**src/rtl/score_bcd_converter_if.sv**
```systemverilog
// Score conversion bus: binary score and start request in, packed BCD and status out.
interface score_bcd_converter_if #(
  parameter int INPUT_WIDTH    = 12,
  parameter int DECIMAL_DIGITS = 4
);
  logic [INPUT_WIDTH-1:0]      bin_in;
  logic                        start;
  logic [4*DECIMAL_DIGITS-1:0] bcd_out;
  logic                        busy;
  logic                        done;
  logic                        overflow;

  modport master (output bin_in, start, input bcd_out, busy, done, overflow);
  modport slave  (input bin_in, start, output bcd_out, busy, done, overflow);
endinterface

```
**src/rtl/score_bcd_converter.sv**
```systemverilog
// Bit-serial double-dabble binary-to-BCD converter; the previous result stays on
// bcd_out until the next conversion commits, so the display never sees a partial value.
module score_bcd_converter #(
  parameter int INPUT_WIDTH    = 12,
  parameter int DECIMAL_DIGITS = 4
) (
  input logic                  clk,
  input logic                  rst,
  score_bcd_converter_if.slave bus
);

  localparam int BCD_W = 4 * DECIMAL_DIGITS;
  localparam int CNT_W = $clog2(INPUT_WIDTH + 1);

  function automatic logic [63:0] pow10(input int n);
    logic [63:0] p;
    p = 64'd1;
    for (int i = 0; i < n; i++) p = p * 64'd10;
    return p;
  endfunction

  localparam logic [63:0]      MAX_DEC  = pow10(DECIMAL_DIGITS) - 64'd1;
  localparam logic [CNT_W-1:0] LAST_BIT = CNT_W'(INPUT_WIDTH - 1);
  localparam logic [BCD_W-1:0] ALL_NINE = {DECIMAL_DIGITS{4'h9}};

  typedef enum logic {IDLE, SHIFT} state_t;

  state_t                  state_q, state_next;
  logic [INPUT_WIDTH-1:0]  shift_q, shift_next;
  logic [BCD_W-1:0]        scratch_q, scratch_next;
  logic [CNT_W-1:0]        count_q, count_next;
  logic                    ovf_pend_q, ovf_pend_next;
  logic [BCD_W-1:0]        bcd_q, bcd_next;
  logic                    ovf_q, ovf_next;
  logic                    busy_q, busy_next;
  logic                    done_q, done_next;
  logic [BCD_W-1:0]        adjusted;
  logic [BCD_W+INPUT_WIDTH-1:0] shifted;
  logic [63:0]             bin_wide;

  assign bin_wide = 64'(bus.bin_in);

  always_ff @(posedge clk) begin
    if (!rst) begin
      state_q    <= IDLE;
      shift_q    <= '0;
      scratch_q  <= '0;
      count_q    <= '0;
      ovf_pend_q <= 1'b0;
      bcd_q      <= '0;
      ovf_q      <= 1'b0;
      busy_q     <= 1'b0;
      done_q     <= 1'b0;
    end else begin
      state_q    <= state_next;
      shift_q    <= shift_next;
      scratch_q  <= scratch_next;
      count_q    <= count_next;
      ovf_pend_q <= ovf_pend_next;
      bcd_q      <= bcd_next;
      ovf_q      <= ovf_next;
      busy_q     <= busy_next;
      done_q     <= done_next;
    end
  end

  always_comb begin
    state_next    = state_q;
    shift_next    = shift_q;
    scratch_next  = scratch_q;
    count_next    = count_q;
    ovf_pend_next = ovf_pend_q;
    bcd_next      = bcd_q;
    ovf_next      = ovf_q;
    busy_next     = busy_q;
    done_next     = 1'b0;
    adjusted      = scratch_q;

    // Add-3 correction keeps every nibble a valid decimal digit after the doubling shift.
    for (int i = 0; i < DECIMAL_DIGITS; i++) begin
      if (scratch_q[4*i +: 4] >= 4'd5) adjusted[4*i +: 4] = scratch_q[4*i +: 4] + 4'd3;
    end
    shifted = {adjusted, shift_q} << 1;

    case (state_q)
      IDLE: begin
        if (bus.start) begin
          shift_next    = bus.bin_in;
          scratch_next  = '0;
          count_next    = '0;
          ovf_pend_next = (bin_wide > MAX_DEC);
          busy_next     = 1'b1;
          state_next    = SHIFT;
        end
      end
      SHIFT: begin
        scratch_next = shifted[BCD_W+INPUT_WIDTH-1 -: BCD_W];
        shift_next   = shifted[INPUT_WIDTH-1:0];
        count_next   = count_q + CNT_W'(1);
        if (count_q == LAST_BIT) begin
          bcd_next   = ovf_pend_q ? ALL_NINE : shifted[BCD_W+INPUT_WIDTH-1 -: BCD_W];
          ovf_next   = ovf_pend_q;
          done_next  = 1'b1;
          busy_next  = 1'b0;
          state_next = IDLE;
        end
      end
      default: state_next = IDLE;
    endcase
  end

  assign bus.bcd_out  = bcd_q;
  assign bus.overflow = ovf_q;
  assign bus.busy     = busy_q;
  assign bus.done     = done_q;

endmodule

```
**src/flat_wrapper.sv**
```systemverilog
// flat-port wrapper written by rule: the top's interface ports become plain ports
module score_bcd_converter_flat 
#(
  parameter int INPUT_WIDTH    = 12,
  parameter int DECIMAL_DIGITS = 4
)
  (clk, rst, bus_bin_in, bus_start, bus_bcd_out, bus_busy, bus_done, bus_overflow);
  score_bcd_converter_if #(.INPUT_WIDTH(INPUT_WIDTH), .DECIMAL_DIGITS(DECIMAL_DIGITS)) bus_i ();
  input logic clk;
  input logic rst;
  input wire logic [$bits(bus_i.bin_in)-1:0] bus_bin_in;
  input wire logic [$bits(bus_i.start)-1:0] bus_start;
  output wire logic [$bits(bus_i.bcd_out)-1:0] bus_bcd_out;
  output wire logic [$bits(bus_i.busy)-1:0] bus_busy;
  output wire logic [$bits(bus_i.done)-1:0] bus_done;
  output wire logic [$bits(bus_i.overflow)-1:0] bus_overflow;
  assign bus_i.bin_in = bus_bin_in;
  assign bus_i.start = bus_start;
  assign bus_bcd_out = bus_i.bcd_out;
  assign bus_busy = bus_i.busy;
  assign bus_done = bus_i.done;
  assign bus_overflow = bus_i.overflow;
  score_bcd_converter #(.INPUT_WIDTH(INPUT_WIDTH), .DECIMAL_DIGITS(DECIMAL_DIGITS)) u_core (.clk(clk), .rst(rst), .bus(bus_i));
endmodule
```
**config.mk**
```make
export PLATFORM = sky130hd
export DESIGN_NAME = score_bcd_converter_flat
export DESIGN_NICKNAME = d
export VERILOG_FILES = /design/src/rtl/score_bcd_converter_if.sv /design/src/rtl/score_bcd_converter.sv /design/src/flat_wrapper.sv
export SDC_FILE = /design/constraint.sdc
export NUM_CORES = 1
export LEC_CHECK = 0
export ABC_AREA = 1
export BUFFER_PORTS_ARGS = -buffer_cell sky130_fd_sc_hd__buf_2
export CAP_MARGIN = 40
export CORE_MARGIN = 2
export CORE_UTILIZATION = 45
export CTS_CLUSTER_SIZE = 24
export DETAILED_ROUTE_END_ITERATION = 16
export GPL_TIMING_DRIVEN = 0
export PLACE_DENSITY = 0.65
export SYNTH_ARGS = -nofsm -noshare
export SYNTH_HDL_FRONTEND = slang
export SYNTH_SLANG_ARGS = --single-unit
export TNS_END_PERCENT = 50
```
**constraint.sdc**
```tcl
create_clock -name clk -period 2.4 [get_ports clk]
set_clock_uncertainty 0.15 [all_clocks]
set_input_delay 0.48 -clock clk [delete_from_list [all_inputs] [get_ports clk]]
set_output_delay 0.48 -clock clk [all_outputs]
set_load 0.05 [all_outputs]
```
### Word-level counts from Yosys, hierarchy flattened

Index checks and enable logic that the tools add are counted.

* $add $sub $neg: 5
* magnitude comparators: 5
* equal/unequal tests: 3
* muxes and demuxes: 18
* bitwise logic cells: 1
* reductions and logical operators: 4

Operators with widths (number)
* $mux W16: 2
* $pmux W16 S2: 1
* $pmux W12 S2: 1
* $ge A4 B3 Y1 const B: 4
* $mux W4: 4
* $gt A12 B14 Y1 const B: 1
* $add A4 B2 Y4 const B: 3
* $mux W12: 1
* $pmux W4 S2: 1
* $reduce_and A2 Y1: 4
* $mux W1: 5
* $add A4 B1 Y4 const B: 1
* $eq A4 B4 Y1 const B: 1
* $ne A2 B2 Y1 const B: 2
* $pmux W1 S2: 2
* $add A3 B2 Y3 const B: 1
* $mux W3: 1
* $not A1 Y1: 1

* bits in registers: 53
* bits of input ports: 15

### Longest topological paths before layout

Gate-level depths: netlist of run 1.

* depth in word-level cells: 3
* depth in mapped cells: 9
* depth with buffers taken out: 8

### Least setup slack after synthesis of run 1

No wires, ideal clock.

* path kind: register to register
* from: reg u_core.scratch_q[0]
* to: reg u_core.scratch_q[1]
* arrival time: 1.076 ns
* data required time: 2.118 ns
* setup slack: 1.042 ns
* stages on the path, launching flop included: 9
* path buffers: 0
* clock period less this slack: 1.358 ns
* cell sequence: dfxtp_1 -> inv_1 -> ha_1 -> inv_1 -> nand2_1 -> nand3_1 -> nand2_1 -> nand3_1 -> a21oi_1

* longest elaborated chain between the ends: 3
* elaborated cells between the ends (all ways): 4
* classes of those cells: 1 x add/sub; 1 x order compare; 2 x mux

RTL lines
* start, declared: line score_bcd_converter.sv:30 `logic [BCD_W-1:0] scratch_q, scratch_next;`
* start signal, assigned: line score_bcd_converter.sv:57 `scratch_q <= scratch_next;`
* $add A4 B2 Y4 / $ge A4 B3 Y1 (equally long branches): line score_bcd_converter.sv:81 `if (scratch_q[4*i +: 4] >= 4'd5) adjusted[4*i +: 4] = scratch_q[4*i +: 4] + 4'd3;`
* $mux W4 (*): line score_bcd_converter.sv:81
* $pmux W16 S2 (*): line score_bcd_converter.sv:85 `case (state_q)`

Mark *: on every way between the ends. The rest lies on a longest branch, timed or not.
A chain may end at the register's enable or synchronous reset.

### Final worst setup path of run 1

* from: reg u_core.scratch_q[0]
* to: reg u_core.scratch_q[2]

The elaborated chain is that of the path after synthesis.

==> impl_summary.log, run 1 <==
[metrics] mean post-synth cell area: approximately 7.3 µm²
[metrics] Congestion Overflow GR: 0
[metrics] top-level I/O count: 34
[metrics] synthesis-to-layout area growth: 13.57%
[metrics] Final Hold Vio Count: 0
[metrics] number of placement rows: 26
[metrics] count of buffers from port buffering: 32
[metrics] final weighted congestion in routability-driven placement: 0.8269
[metrics] final sum of negative setup slack: 0 ns
[metrics] number of antenna violations at the first check in global routing: 0
[metrics] clock sink count: 51
[metrics] antenna fix cells: 0
[metrics] area of the multi-input gates: approximately 1100 µm²
[metrics] worst slack, placed: approximately 0.85 ns
[metrics] Synthesized Nets: 356
[metrics] Hold WC Path Type: input port to flop
[metrics] starting density of the core: 47.18%
[metrics] Syn Std Cell Area: between 2000 and 2500 µm²
[metrics] Post-layout nets: 395
[metrics] required time worst endpoint: around 2.4 ns
[metrics] sequential cell area fraction in the yosys report: a little over two fifths
[metrics] setup repair after global routing missed its margin: false
[metrics] first-pass GRT wire length: 8728 µm
[metrics] root buf cell: clkbuf_8
[metrics] clock transition at the registers of the reported paths: 0.09 ns
[metrics] peak ir drop on the vdd network: around 0.27 mV
[metrics] Avg Vias per Cell: just under 5
[metrics] crit path max fanout: 5
[metrics] critical path start-end classification: flop to flop
[metrics] fill cell count: between 500 and 600
[metrics] area used by sequential logic in the layout: between 1000 and 1500 µm²
[metrics] setup ws final: around 0.81 ns
[metrics] maximum buffer depth of the clock tree: 2
[metrics] overall track demand over capacity in global routing: a little under a fifth
[metrics] result of the run: finished clean
[metrics] Detailed Route WL: a little over 5000 µm
[metrics] total via count after detailed routing: 2152
[metrics] highest-count cells in the layout ignoring fill and taps: nand2_1, dfxtp_1, inv_1, buf_2, nand3_1
[metrics] Max transition margin: between 60 and 70%
[metrics] Max Cap Viol: 0
[metrics] Critical Path Sink Type: flop
[metrics] PwrDens: approximately 540 nW/µm²
[metrics] post-route met1 wirelength: between 2000 and 3000 µm
[metrics] clock latency reported for the late side of the worst-skew pair: ~0.3 ns
[metrics] placed wire-length estimate after detailed placement: 3756 µm
[metrics] 1st-pass router iterations: 4
[metrics] die extent in x: slightly below 80 µm
[metrics] Finish-stage setup viols: 0
[metrics] final antenna-violating net count: 0
[metrics] Placeable Area: 5140 µm²
[metrics] Final Cycle Share: between 60% and 70%
[metrics] maximum number of pins on one net before global-route repair: 15
[metrics] sum of internal, switching and leakage power: between 0.001 and 0.0015 W
[metrics] cell count after synthesis: roughly 330
[metrics] first-iteration detailed-routing DRC count: 65
[metrics] element type at the critical path start: flop
[metrics] routed wire length on met3: approximately 140 µm
[metrics] Unique masters post-synth: 24
[metrics] count of instances resized after the clock tree is built: 0
[metrics] Synth Warn #: 0
[metrics] Synth Register Bits: around 50
[metrics] number of levels in the clock H-tree: 2
[metrics] layout cell share with drive strength beyond 1: a little under a fifth
[metrics] Leakage Power: approximately 1.3 nW
[metrics] CTS tree: yes
[metrics] post-route DRC violation count: 0
[metrics] final cell count without fillers: 442
[metrics] Non-Filler Cell Area, Final: roughly 2800 µm²
[metrics] number of buffers inserted during clock tree synthesis: 5
[metrics] Die Y-Extent: just under 80 µm
[metrics] number of instances in the placed design: 434
[metrics] transition at the pin with the smallest max-transition slack: slightly above 0.5 ns
[metrics] Routed wire per std cell: around 12 µm
[metrics] number of hold buffers added after cts: 0
[metrics] area enclosed by the die boundary: around 6000 µm²
[metrics] Tmin final: ~1.6 ns
[metrics] Max Transition Viols Final: 0
[metrics] highest signal layer in the routed design: met4
[metrics] most common cell after layout, fill and taps aside: nand2_1
[metrics] Placement Cell Area: between 2000 and 3000 µm²
[metrics] Achievable Freq: around 630 MHz
[metrics] post-CTS setup buffer count: 0
[metrics] worst path arrival time: roughly 1.6 ns
[metrics] wire length on met2: between 2000 and 2500 µm
[metrics] vias in the first global route: between 1500 and 2000
## cells by family after synthesis
logic type	count (synthesis)	share of synthesized area, %
AND/OR/NAND/NOR	167	29.72
buffers and inverters	56	11.04
flip-flops	51	42.11
AO/OA/AOI/OAI	48	12.33
adder cells (fa/ha/maj)	9	4.644
other	1	0.1547
## stage by stage
step	hold slack, ns	util [%]
final	0.2643	53.58
after global placement	0.2836	52.00
after CTS	0.2627	53.58
after global routing	0.2885	53.58
after floorplan	0.2863	-
after detailed placement	0.2841	52.00
## sequential cells by signal (all words and copies together), names as in the netlist
name and cells:
u_core.bus.done 1, u_core.count_q 4, u_core.scratch_q 16, u_core.state_q 1, u_core.shift_q 12, u_core.bus.bcd_out 16
u_core.bus.busy 1
## metal layers
layer  vias to the layer above  GRT usage [%]
li1                       1141              -
met1                       978          23.77
met2                        28          30.09
met3                         5          4.302
met4                         0          5.000
met5                         -              0
## worst max-delay path, stage by stage (launching register included)
cell     delay, ns
dfxtp_1       0.43
inv_1         0.10
ha_1          0.21
inv_1         0.05
nand2_1       0.10
nand3_1       0.18
nand2_1       0.10
nand3_1       0.08
a21oi_1       0.06
## cell type report
| cell class | instances | area share (%) |
|---|---|---|
| buffer | 14 | 3.907 |
| clock inverter | 1 | 0.1817 |
| clock buffer | 7 | 2.771 |
| multi-input combinational | 225 | 41.25 |
| timing repair buffer | 32 | 5.816 |
| inverter | 42 | 5.816 |
| sequential | 51 | 37.07 |
| tap | 70 | 3.180 |
## cell usage after synthesis, drive strengths merged
master / instances / share of area [%]
clkbuf: 2 / 0.31
o21ai: 21 / 5.9
nand3: 32 / 6.6
nand4: 8 / 2.1
a21oi: 19 / 3.9
o221ai: 1 / 0.36
conb: 1 / 0.15
nand2: 119 / 19
a22oi: 5 / 1.5
ha: 9 / 4.6
nor4: 1 / 0.52
o211ai: 1 / 0.31
dfxtp: 51 / 42
nor2: 7 / 2.0
buf: 12 / 4.1
inv: 42 / 6.6
a211oi: 1 / 0.31
## where the power goes
part / leakage, nW / internal [W] / switching (W)
Sequential: 0.413 / 0.000862 / 0.00000937
Clock: 0.0422 / 0.000205 / 0.000272
Combinational: 0.835 / 0.0000465 / 0.0000839
## path summary, 6_finish.rpt
path	start	endpoint	slack (ns)	cells past startpoint
max reg2reg	u_core.scratch_q[0]	u_core.scratch_q[2]	0.81	8
min reg2reg	u_core.bus.bcd_out[4]	u_core.bus.bcd_out[4]	0.30	2
max	u_core.scratch_q[0]	u_core.scratch_q[2]	0.81	8
min	bus_bin_in[0]	u_core.shift_q[0]	0.26	3
Power figures use the tool's default switching activity.
==> inputs of run 2 (changes only) <==
--- a/config.mk
+++ b/config.mk
@@ -5,7 +5,7 @@
 export SDC_FILE = /design/constraint.sdc
 export NUM_CORES = 1
 export LEC_CHECK = 0
-export ABC_AREA = 1
+export ABC_AREA = 0
 export BUFFER_PORTS_ARGS = -buffer_cell sky130_fd_sc_hd__buf_2
 export CAP_MARGIN = 40
 export CORE_MARGIN = 2
@@ -13,7 +13,7 @@
 export CTS_CLUSTER_SIZE = 24
 export DETAILED_ROUTE_END_ITERATION = 16
 export GPL_TIMING_DRIVEN = 0
-export PLACE_DENSITY = 0.65
+export PLACE_DENSITY = 0.68
 export SYNTH_ARGS = -nofsm -noshare
 export SYNTH_HDL_FRONTEND = slang
 export SYNTH_SLANG_ARGS = --single-unit
==> constraint.sdc (replaced) <==
create_clock -name clk -period 1.3 [get_ports clk]
set_clock_uncertainty 0.15 [all_clocks]
set_input_delay 0.26 -clock clk [delete_from_list [all_inputs] [get_ports clk]]
set_output_delay 0.26 -clock clk [all_outputs]
set_load 0.05 [all_outputs]
==> impl_summary.log, run 2 <==
[metrics] result of the run: complete, but fails checks
[metrics] violated checks: setup timing
[metrics] first-iteration detailed-routing DRC count: about 110
[metrics] fill cell count: roughly 410
[metrics] post-route DRC violation count: 0
[metrics] final antenna-violating net count: 0
[metrics] top cells by count, synth: dfxtp_1, o21ai_0, nand2_1
[metrics] die extent in x: ~76 µm
[metrics] peak ir drop on the vdd network: ~0.58 mV
[metrics] CP max-delay cell: dfxtp_4
[metrics] maximum number of pins on one net before global-route repair: 15
[metrics] clock sink count: 51
[metrics] most common cell after layout, fill and taps aside: dfxtp_1
[metrics] Main synth FF type: dfxtp_1
[metrics] first-pass GRT wire length: 8390 µm
[metrics] overall track demand over capacity in global routing: a little under 20%
[metrics] Leakage Power: 1.330 nW
[metrics] vias in the first global route: 1741
[metrics] dominant delay contributor by cell family on the critical path: simple AND/OR/NAND/NOR gates
[metrics] Synth Register Bits: 51
[metrics] starting density of the core: roughly 46%
[metrics] crit path max fanout: 6
[metrics] cells traversed along the worst timing path: ha_4 -> and4b_2 -> nor2b_2 -> buf_6 -> buf_12 -> nand2_1 -> o21ai_2
[metrics] CTS tree: yes
[metrics] critical path start-end classification: flop to flop
[metrics] required time worst endpoint: 1.39 ns
[metrics] minimum setup slack among reg-to-reg paths: -0.24 ns
[metrics] element type at the critical path start: flop
[metrics] cell count after synthesis: between 200 and 300
[metrics] Final Cycle Share: 118.2%
[metrics] dominant cells by area after synthesis: dfxtp_1, o21ai_0, mux2i_1, ha_1, nand2_1
[metrics] area enclosed by the die boundary: around 5700 µm²
[metrics] maximum buffer depth of the clock tree: 2
[metrics] setup ws final: -0.2370 ns
[metrics] Critical Path Sink Type: flop
[metrics] library cell occupying the most area in the post-synthesis netlist: dfxtp_1
[metrics] Detailed Route WL: 5517 µm
[metrics] Placeable Area: approximately 5000 µm²
[metrics] Routed wire per std cell: about 14 µm
[metrics] number of antenna violations at the first check in global routing: 0
[metrics] clock transition at the registers of the reported paths: 0.09 ns
[metrics] antenna fix cells: 0
[metrics] number of instances in the placed design: approximately 360
[metrics] 1st-pass router iterations: 4
[metrics] share of async-settable or async-resettable flops after synthesis: 0%
[metrics] PwrDens: 813.0 nW/µm²
[metrics] Congestion Overflow GR: 0
[metrics] synthesis-to-layout area growth: 49.57%
[metrics] top-area cell type share of the netlist area: ~44%
[metrics] most common cell in the netlist: dfxtp_1
[metrics] top-level I/O count: 34
[metrics] Achievable Freq: roughly 650 MHz
[metrics] total via count after detailed routing: ~2000
[metrics] final weighted congestion in routability-driven placement: approximately 0.8
[metrics] Final Hold Slack: 0.1188 ns
[metrics] Final Hold Vio Count: 0
[metrics] final cell count without fillers: 382
[metrics] Non-Filler Cell Area, Final: 3462 µm²
[metrics] Unique masters post-synth: 32
[metrics] Buffers & Inverters on Critical Path: 2
[metrics] Tmin final: ~1.5 ns
[metrics] number of placement rows: 26
[metrics] share of the core filled with cells in the final layout: a little under 70%
[metrics] sequential cell area fraction in the yosys report: ~44%
[metrics] mean post-synth cell area: 9.113 µm²
[metrics] crit-path max cell delay: between 0.3 and 0.4 ns
[metrics] Synthesized Nets: between 200 and 300
[metrics] Die Y-Extent: 75.72 µm
[metrics] Hold WC Path Type: input port to flop
[metrics] Synth Warn #: 0
[metrics] number of buffers inserted during clock tree synthesis: 5
[metrics] placed wire-length estimate after detailed placement: roughly 3600 µm
[metrics] setup repair after global routing missed its margin: true
[metrics] number of levels in the clock H-tree: 2
[metrics] Placement Cell Area: 2798 µm²
[metrics] layout cell share with drive strength beyond 1: just over 50%
[metrics] highest-count cells in the layout ignoring fill and taps: dfxtp_1, buf_4, buf_6, nand2_1, o21ai_0
[metrics] clock latency reported for the late side of the worst-skew pair: between 0.3 and 0.4 ns
[metrics] Post-layout nets: 335
[metrics] Max Cap Viol: 0
[metrics] Finish-stage setup viols: 30
[metrics] Syn Std Cell Area: between 2000 and 2500 µm²
[metrics] worst path arrival time: between 1.5 and 2 ns
[metrics] root buf cell: clkbuf_8
[metrics] Max Transition Viols Final: 0
[metrics] Avg Vias per Cell: around 5.2
[metrics] count of buffers from port buffering: 31
[metrics] count of flip-flops with a built-in enable after synthesis: 0
## run 2: cell count changes after synthesis, moves of 8 or more
cell and change:
nor3b_1 +14, nand4_1 -8, o32ai_1 +11, o21ai_2 -10, nand2_1 -90, mux2i_1 +13
and2_1 +11, inv_1 -24, o21ai_0 +23, nand3_1 -27
## run 2: kinds of logic after synthesis
group	after synthesis	share of synthesized area (%)
AOI/OAI and AO/OA	69	17.73
and+or+nand+nor	73	17.30
other	1	0.1620
muxes	17	7.567
DFF	51	44.11
xor gates and xnor gates	4	1.513
adders and majority gates	9	4.865
buffers and inverters	30	6.756
## run 2: cell type report
class | instances | area (µm²) | area share (%)
Buffer | 16 | 146.4 | 4.228
Clock buffer | 7 | 76.32 | 2.205
Clock inverter | 1 | 5.005 | 0.1446
Inverter | 14 | 77.57 | 2.241
Multi-Input combinational cell | 173 | 1574 | 45.46
Sequential cell | 51 | 1059 | 30.57
Tap cell | 70 | 87.58 | 2.530
Timing Repair Buffer | 50 | 436.7 | 12.61
## run 2: per-stage QoR
step	setup TNS (ns)	setup WS, ns	power [W]
2_1_floorplan	-1.559	-0.1149	0.001825
3_5_place_dp	-8.689	-0.2925	0.001900
3_3_place_gp	-7.917	-0.2500	0.001896
6_report	-4.654	-0.2370	0.002815
4_1_cts	-4.101	-0.1963	0.002814
5_1_grt	-6.228	-0.2801	0.002923
## run 2: timing repair
| item | 4_1_cts | 5_1_grt |
|---|---|---|
| pin swaps | 13 | 17 |
| setup buffers | 10 | 8 |
| cloned | 0 | 1 |
| setup endpoints to repair | 66 | 52 |
| hold buffers | 0 | 0 |
| resized for setup | 69 | 74 |
## run 2: worst paths after layout
kind,startpoint,endpoint,cells past startpoint
max,u_core.count_q[1],u_core.bus.bcd_out[6],7
min,bus_bin_in[0],u_core.shift_q[0],3
max reg2reg,u_core.count_q[1],u_core.bus.bcd_out[6],7
min reg2reg,u_core.bus.bcd_out[11],u_core.bus.bcd_out[11],2
## run 2: power by group
group	internal (W)	switching [W]	total, W
clock	0.000379	0.000524	0.000904
combinational	0.000145	0.000164	0.000309
sequential	0.00158	0.0000195	0.00160
## run 2: tightest hold or removal path, delay by kind of cell
family	cells	cell delay (ns)
buffers and inverters	1	0.10
muxes	1	0.12
and+or+nand+nor	1	0.06
## run 2: metal layers
layer	GRT usage (%)	routed length, µm
met3	4.630	212
met4	5.848	104
met1	26.81	2520
met5	0	0
met2	31.21	2680
